$ cat config.mk
export PLATFORM = sky130hd
export DESIGN_NAME = imem_fetch_ctrl
export DESIGN_NICKNAME = d
export VERILOG_FILES = /design/src/rtl/imem_fetch_ctrl.sv
export SDC_FILE = /design/constraint.sdc
export NUM_CORES = 1
export LEC_CHECK = 0
export CAP_MARGIN = 5
export CORE_MARGIN = 4
export CORE_UTILIZATION = 50
export DETAILED_ROUTE_END_ITERATION = 7
export PLACE_DENSITY = 0.8
export SLEW_MARGIN = 30
export SYNTH_ARGS = -nofsm -noshare
export SYNTH_HDL_FRONTEND = slang
export SYNTH_SLANG_ARGS = --single-unit
export TNS_END_PERCENT = 1
$ cat constraint.sdc
create_clock -name clk -period 3.3 [get_ports clk]
set_input_delay 0.66 -clock clk [delete_from_list [all_inputs] [get_ports clk]]
set_output_delay 0.66 -clock clk [all_outputs]
set_load 0.005 [all_outputs]
$ cat src/rtl/imem_fetch_ctrl.sv
// Instruction-fetch sequencer: owns the fetch PC, tracks the one-cycle
// memory latency and feeds decode through an output register plus skid.
module imem_fetch_ctrl #(
  parameter int                ADDR_W    = 7,
  parameter int                MEM_BYTES = 76,
  parameter logic [ADDR_W-1:0] RESET_PC  = '0
) (
  input  logic              clk,
  input  logic              reset,
  output logic [ADDR_W-1:0] mem_addr,
  input  logic [31:0]       mem_data,
  input  logic              redirect_valid,
  input  logic [ADDR_W-1:0] redirect_pc,
  input  logic              halt,
  output logic              instr_valid,
  input  logic              instr_ready,
  output logic [31:0]       instr,
  output logic [ADDR_W-1:0] instr_pc,
  output logic              fault
);

  typedef enum logic {
    RUN,
    FAULT
  } state_t;

  localparam logic [ADDR_W-1:0] LAST_PC = ADDR_W'(MEM_BYTES - 4);
  localparam logic [ADDR_W-1:0] STEP    = ADDR_W'(4);

  state_t            state;
  logic [ADDR_W-1:0] pc;
  logic              inflight;
  logic [ADDR_W-1:0] inflight_pc;
  logic              skid_valid;
  logic [31:0]       skid_data;
  logic [ADDR_W-1:0] skid_pc;

  logic              pop;
  logic [2:0]        occ;
  logic              try_issue;
  logic              issue;
  logic              pc_legal;
  logic              tgt_legal;

  function automatic logic is_legal(input logic [ADDR_W-1:0] a);
    return (a[1:0] == 2'b00) && (a <= LAST_PC);
  endfunction

  assign mem_addr = pc;

  always_comb begin
    pop       = instr_valid & instr_ready;
    occ       = 3'(instr_valid) + 3'(skid_valid)
              + 3'(inflight) - 3'(pop);
    pc_legal  = is_legal(pc);
    tgt_legal = is_legal(redirect_pc);
    // Everything except PC legality; an illegal PC here means fault.
    try_issue = (state == RUN) && !halt
              && !redirect_valid && (occ < 3'd2);
    issue     = try_issue && pc_legal;
  end

  always_ff @(posedge clk) begin
    if (reset) begin
      state       <= RUN;
      pc          <= RESET_PC;
      inflight    <= 1'b0;
      inflight_pc <= '0;
      skid_valid  <= 1'b0;
      skid_data   <= '0;
      skid_pc     <= '0;
      instr_valid <= 1'b0;
      instr       <= '0;
      instr_pc    <= '0;
      fault       <= 1'b0;
    end else if (redirect_valid) begin
      pc          <= redirect_pc;
      inflight    <= 1'b0;
      skid_valid  <= 1'b0;
      instr_valid <= 1'b0;
      state       <= tgt_legal ? RUN : FAULT;
      fault       <= !tgt_legal;
    end else begin
      inflight    <= issue;
      inflight_pc <= pc;
      if (issue) begin
        pc <= pc + STEP;
      end else if (try_issue) begin
        state <= FAULT;
        fault <= 1'b1;
      end
      // Skid drains first so ordering is preserved.
      if (!instr_valid || pop) begin
        if (skid_valid) begin
          instr       <= skid_data;
          instr_pc    <= skid_pc;
          instr_valid <= 1'b1;
          skid_valid  <= inflight;
          if (inflight) begin
            skid_data <= mem_data;
            skid_pc   <= inflight_pc;
          end
        end else if (inflight) begin
          instr       <= mem_data;
          instr_pc    <= inflight_pc;
          instr_valid <= 1'b1;
        end else begin
          instr_valid <= 1'b0;
        end
      end else if (inflight) begin
        skid_valid <= 1'b1;
        skid_data  <= mem_data;
        skid_pc    <= inflight_pc;
      end
    end
  end

endmodule

### Word-level counts from Yosys, hierarchy flattened

Cells that the tools add are included.

* memories kept: 0
* input port bits: 44
* bits in latches: 0
* register bits after elaboration: 97
* memory bits (read-only): 0
* memory bits (writable): 0

* muxes and demuxes: 22
* reductions and logical operators: 21
* $add $sub $neg: 4
* multiply operators: 0
* $lt $le $gt $ge: 3
* eq/ne operators: 2
* div/mod/pow operators: 0
* shifts and indexed selects: 0
* bitwise gates (word level): 3

Operators with widths (number)
* 32-bit two-way mux: 5
* 7-bit two-way mux: 7
* 7-bit less-or-equal comparator, second input constant: 2
* 1-bit two-way mux: 10
* 2-bit nonzero test: 4
* 7-bit by 3-bit adder with 7-bit output, second input constant: 1
* 1-bit logical AND: 6
* 1-bit zero test: 4
* 2-bit zero test: 2
* 2-bit != test, second input constant: 2
* 2-bit AND reduction: 2
* 2-bit by 1-bit adder with 3-bit output: 1
* 3-bit by 2-bit < comparator with 1-bit output, second input constant: 1
* 3-bit AND reduction: 1
* 3-bit by 1-bit subtractor with 3-bit output: 1
* 1-bit by 1-bit adder with 2-bit output: 1
* 1-bit inverter: 2
* 2-bit OR reduction: 1
* 1-bit bitwise AND: 1
* 1-bit logical OR: 1

### Depth between registers and ports, before layout

* depth in word-level cells: 8
* mapped depth: 8
* gate-level depth less buffers: 8

### Worst setup path after synthesis

No wires, ideal clock.

* path type: input to register
* start: input instr_ready
* end: register pc[5], in the netlist mem_addr[5]
* buffers on the path: 0
* stages on the path: 8
* arrival time: 2.420 ns
* setup time: 0.103 ns
* path slack: 0.777 ns
* path through: and2_1 ha_1 inv_1 ha_1 a2111oi_4 a21oi_1 o31a_1 a2111oi_2

* word-level cells in the longest chain between the ends: 6

RTL lines
* start: declaration: RTL line 16 `input logic instr_ready,`
* 1-bit bitwise AND: RTL line 52 `pop = instr_valid & instr_ready;`
* 3-bit by 1-bit subtractor with 3-bit output: RTL line 54 `+ 3'(inflight) - 3'(pop);`
* 3-bit by 2-bit < comparator with 1-bit output: RTL line 59 `&& !redirect_valid && (occ < 3'd2);`
* 1-bit logical AND: RTL line 59
* 1-bit logical AND: RTL line 60 `issue = try_issue && pc_legal;`
* 2-bit nonzero test (no source line)
* end signal: assignment: RTL line 77 `pc <= redirect_pc;`
* end signal: assignment: RTL line 87 `pc <= pc + STEP;`
* end: declaration: RTL line 31 `logic [ADDR_W-1:0] pc;`

Every way passes these cells.
A chain may end at the register's enable or synchronous reset.

### Worst setup path in the final report

* start: input instr_ready
* end: register pc[2], in the netlist mem_addr[2]

The elaborated chain is that of the path after synthesis.

==> qor.yml <==
min_path:
  hold_class: "flip-flop to flip-flop"
floorplan:
  start_util_pct: 51.4
  coreArea_mm2: 0.00773
  pin_count: 92
  rows: 32
  die_area_mm2: 0.00944
  die_x_um: 97.2
  die_y_um: 97.2
sta:
  slew_headroom_pct: 51.8
  tns_ps: 0
  setup_viol: 0
  hold_slack_ps: 457
  maxClockFrequency_mhz: 363
  period_share_pct: 83.5
  finalHoldViolations: 0
  grt_setup_unrepaired: "false"
  timing.final.max_slew_violations: 0
  layout_setup_ws_ps: 545
  fin_crit_ps: 2760
  tightest_slew_ps: 722
  finClkSkew_ps: 11.0
placement:
  place_congestion: 0.773
  port_buffers: 91
  post-place-ws_ps: 201
  dpl.hpwl_um: 5760
critical_path:
  cp.arrival_ps: 3000
  worstSetupStartpointType: "input port"
  crit_path_max_fanout: 7
  end_kind: "flip-flop"
  cp_slowest_cell: "clkdlybuf4s50_1"
  crit_top_cell: "ha_1"
  cp.required_ps: 3550
  path_cells: "clkdlybuf4s50_1, and2_1, ha_1, inv_1, ha_1, a2111oi_4, a21o_1, a311oi_1, a2111oi_2"
  path_class: "input port to flip-flop"
  cpPeakStageDelay_ps: 430
cts:
  path_clk_slew_ps: 90
  clock_latency_ps: 350
  cts_buffers: 9
  cts_tree: "built"
  cts-root-buf: "clkbuf_8"
  cts_sinks: 96
  cts_hold_buf: 0
  h-tree-depth: 3
  clk_path_buf_depth: 2
  ctsResizeCount: 0
  cts_setup_buffers: 0
synthesis:
  synthCells: 445
  synth-xor-area-share_pct: 0
  yosysUniqueCellTypes: 34
  synth.area.mux_share_pct: 10.8
  seq_area_frac_synth_pct: 48.4
  synth_top_family_by_area: "compound AO/OA/AOI/OAI gates"
  synth-simple-area-share_pct: 16.5
  syn_area_mm2: 0.00397
  ys_seq_elements: 96
  synth_compound_area_share_pct: 18.7
  yosysWarnings: 0
  syn_nets: 493
  synth_fa_ha_area_share_pct: 1.26
  avgSynthCellArea_um2: 8.93
power:
  vdd_drop_max_v: 0.000193
  power_leakage_nw: 1.66
  power_density_mw_per_mm2: 432
detailed_routing:
  route.met3.wl_um: 408
  met2WireLength_um: 4120
  dr.max_layer_used: "met4"
  wl_met1_um: 3820
  drt-initial-drc-count: 141
  route.detailed.drc: 0
  via_per_inst: 5.28
  finalWirelength_um: 8520
  drtAntennaViolNets: 0
  wl_per_cell_um: 13.6
  first_pass_iters: 4
  route.vias.total: 3303
grt:
  antenna_found_initial: 0
  globalRouteOverflowTotal: 0
  grt_use_total_pct: 17.7
  grt_max_degree: 97
  grt_pass1_wl_um: 14000
  grt_pass1_vias: 3107
job:
  maxCapViolations: 0
final_layout:
  mostFrequentLayoutCell: "dfxtp_1"
  final_cell_mix: "dfxtp_1 (95), clkdlybuf4s50_1 (90), nand2_1 (84)"
  fin_util_pct: 66.9
  drive_above_1_share_pct: 6.11
  area_growth_syn_to_layout_pct: 30.0
  insertedDiodeCount: 0
  nets: 567
outcome:
  status: "finished clean"
## worst max-delay path, delay by kind of cell
kind | cells | cell delay, ps
buffers and inverters | 2 | 470
adder cells (fa/ha/maj) | 2 | 580
AO/OA/AOI/OAI | 4 | 1120
AND/OR/NAND/NOR | 1 | 170
## worst paths after layout
kind,depth (start not counted),endpoint,slack (ps),startpoint
setup reg to reg,8,mem_addr[2],910,instr_valid
setup / recovery,9,mem_addr[2],540,instr_ready
hold / removal,2,skid_data[15],460,skid_data[15]
hold reg to reg,2,skid_data[15],460,skid_data[15]
## cells by family (layout without fill, tap and decap cells)
family | Yosys count | after routing
muxes | 43 | 43
DFF | 96 | 96
AOI/OAI and AO/OA | 107 | 107
buffers and inverters | 41 | 120
and+or+nand+nor | 154 | 154
adders and majority gates | 4 | 4
## flip-flops by register name (all words and copies together) (netlist names)
register,cells
mem_addr,7
skid_valid,1
inflight,1
inflight_pc,7
instr_pc,7
fault,1
skid_data,32
skid_pc,7
instr,32
instr_valid,1
## metrics by stage
stage	total power [mW]	instance area [µm²]	cells
2_1_floorplan	1.32	3970	445
3_5_place_dp	1.43	4940	610
5_1_grt	2.32	5170	626
4_1_cts	2.25	5160	626
6_report	2.23	5170	626
3_3_place_gp	1.43	4940	610
## synth_stat cells
library cell / number / area (µm²)
a311oi_1: 3 / 26.3
inv_1: 6 / 22.5
buf_1: 4 / 15.0
nor4_4: 1 / 21.3
nor2_1: 48 / 180
o21ai_1: 1 / 5.00
a21oi_1: 46 / 230
a221oi_1: 1 / 8.76
o31a_1: 2 / 17.5
mux2i_1: 43 / 430
and2_1: 2 / 12.5
nor3_1: 1 / 5.00
a2111oi_4: 1 / 27.5
a211oi_1: 41 / 308
nor3_2: 1 / 10.0
and3_1: 2 / 12.5
a211o_1: 1 / 8.76
a21o_1: 2 / 15.0
nor4_1: 1 / 6.26
a2111oi_1: 1 / 10.0
o21a_1: 2 / 15.0
nand4_1: 2 / 12.5
nand2_1: 84 / 315
clkbuf_1: 14 / 52.6
dfxtp_1: 96 / 1920
a31oi_1: 2 / 12.5
nand2b_1: 4 / 25.0
ha_1: 4 / 50.1
and2b_1: 1 / 7.51
o31ai_2: 1 / 12.5
and4_1: 1 / 8.76
a2111oi_2: 3 / 45.0
nor2b_1: 6 / 37.5
buf_2: 17 / 85.1
## layout make-up
class / count / area [µm²]
clock inverter: 5 / 80.1
tap: 102 / 128
timing repair buffer: 98 / 977
multi-input combinational: 308 / 1890
fill: 640 / 2560
clock buffer: 11 / 141
inverter: 6 / 22.5
sequential: 96 / 1920
## routing by layer
metal | vias to the layer above | global-route usage (%)
li1 | 1701 | -
met4 | 0 | 5.72
met5 | - | 0
met3 | 13 | 4.31
met2 | 87 | 30.4
met1 | 1502 | 21.9
## power by group
| part | internal (mW) | total (mW) | switching [mW] |
|---|---|---|---|
| Clock | 0.447 | 0.828 | 0.382 |
| Sequential | 1.18 | 1.20 | 0.0210 |
| Combinational | 0.115 | 0.202 | 0.0872 |
| Total | 1.74 | 2.23 | 0.490 |
No activity file was read; power rests on OpenSTA's default activity.
==> variant: new RTL, same settings <==
Reset style: asynchronous (`reset`), changed in one clocked block.
--- a/src/rtl/imem_fetch_ctrl.sv
+++ b/src/rtl/imem_fetch_ctrl.sv
@@ -60,7 +60,7 @@
     issue     = try_issue && pc_legal;
   end
 
-  always_ff @(posedge clk) begin
+  always_ff @(posedge clk or posedge reset) begin
     if (reset) begin
       state       <= RUN;
       pc          <= RESET_PC;
Function: differs if reset is asserted again (counterexample within 4 cycles, from zero or initial values and one cycle with reset high); with reset held inactive, the same outputs for 4 cycles.
==> variant against the original RTL <==
Synthesized cell count fell by 22%. Sequential cell count is the same. Final area grew 3.6%. Synthesized area up 3.3%. Via count is 13% lower. Worst setup slack worse by 170 ps. Routed wire length decreased by 3.3%. Register-to-register slack lost 230 ps. Maximum frequency decreased by 5.9%. Final cell count is 13% lower. Critical path type unchanged. Critical endpoint is now mem_addr[4].
Power is not compared: it rests on default switching activity, and its combinational part moved more than twofold at a synthesized area within 25%.
==> variant: results <==
status:
  run_status: "complete, no violations"
cells_and_area:
  nets: 484
  reg_top3: "instr: 32 flops, skid_data: 32 flops"
  diodes: 0
  drive_above_1_share_pct: 14.74
synth:
  ys_top_cells_by_count: "dfrtp_1 (96), nor2_1 (48), a21oi_1 (43), mux2_2 (41), mux2i_1 (39)"
  synth-seq-area-share_pct: 58.54
  synth_cell_types: 34
  yosys.area_share.adder_pct: 1.220
  synth.area.mux_share_pct: 20.76
  synth_compound_area_share_pct: 8.537
  syn-num-nets: 396
  yosys.area_share.xor_xnor_pct: 0
  synth_warnings: 0
  async_reset_ff_share_pct: 100.0
  ys_top_cells_by_area: "dfrtp_1 (59%), mux2_2 (11%), mux2i_1 (9.5%)"
drt:
  routedWlPerCell_um: 15.17
  num_vias: 2860
  drt_first_iter_violations: 74
  firstDrtPassIters: 4
clock_tree:
  post_cts_buffers: 0
  cts_resized: 0
  path_clk_slew_ps: 90
  clockBufferDepth: 2
  numCtsBuffers: 9
  clock_latency_ps: 350
  root_buffer: "clkbuf_8"
  cts_max_level: 3
place:
  port_buffers: 91
  detailed_place.area_um2: 5156
  hpwlAfterDp_mm: 5.672
  gp_congestion: 0.8687
global_route:
  track_usage_pct: 17.78
  grt_first_pass_wirelength_mm: 14.03
  grt_start_max_net_pins: 79
  antenna_found_initial: 0
worst_hold_path:
  hold_path.class: "register to register"
timing:
  tightestPinTransition_ps: 721.1
  skew_ps: 10.89
  finalSetupViolations: 0
power:
  ir_drop_v: 0.0002248
  p_sw_uw: 623.3
  p_leak_uw: 0.002370
worst_setup_path:
  crit_path_max_fanout: 5
-- variant: metal layers --
layer  global-route usage (%)  up-vias  wire length (µm)
li1                         -     1388                 -
met1                    23.80     1381              3680
met2                    28.24       79              3971
met3                    3.609       12               413
met4                    7.773        0               171
met5                        0        -                 0
-- variant: per-stage QoR --
| step | util [%] | setup slack, ps | hold WS [ps] | instances |
|---|---|---|---|---|
| floorplan | - | 134.6 | 463.4 | 348 |
| global placement | 65.70 | 56.66 | 482.4 | 527 |
| detailed placement | 65.70 | 1.622 | 493.4 | 527 |
| CTS | 68.21 | 389.3 | 514.3 | 543 |
| global route | 68.21 | 246.5 | 521.8 | 543 |
| finish | 68.21 | 373.3 | 507.0 | 543 |
-- variant: kinds of logic (layout without fill, tap and decap cells) --
family          after synthesis  after routing
fa+ha+maj                     4              4
simple gates                 80             80
buf+inv                      28            121
flops                        96             96
compound gates               60             60
mux                          80             80
-- variant: critical path, stage by stage --
cell	delay (ps)
clkdlybuf4s50_1	410
and2_1	160
ha_1	270
inv_1	40
ha_1	290
a2111o_1	430
o21a_1	150
buf_4	150
or4_1	530
o211ai_1	100
-- variant: path summary, 6_finish.rpt --
check                          startpoint             end  slack [ps]  cells after the start
min in group asynchronous           reset       instr[29]         760                      2
max in group asynchronous           reset     instr_pc[1]        1880                      3
min                        inflight_pc[0]  inflight_pc[0]         510                      2
max                           instr_ready     mem_addr[4]         370                     10
min reg2reg                inflight_pc[0]  inflight_pc[0]         510                      2
max reg2reg                   instr_valid     mem_addr[4]         680                      9
-- variant: cell type report --
| cell class | instances | area (µm²) |
|---|---|---|
| timing repair buffer | 97 | 993.5 |
| multi-input combinational | 224 | 1599 |
| clock inverter | 5 | 65.06 |
| fill | 602 | 2495 |
| sequential | 96 | 2404 |
| clock buffer | 11 | 131.4 |
| tap | 102 | 127.6 |
| inverter | 8 | 32.53 |
-- variant: power by group through the flow --
stage,sequential [µW],clock (µW),combinational [µW]
4_1_cts,1340,776,436
5_1_grt,1360,828,472
3_5_place_dp,1370,0,433
3_3_place_gp,1360,0,423
2_1_floorplan,1360,0,140
6_report,1340,755,426
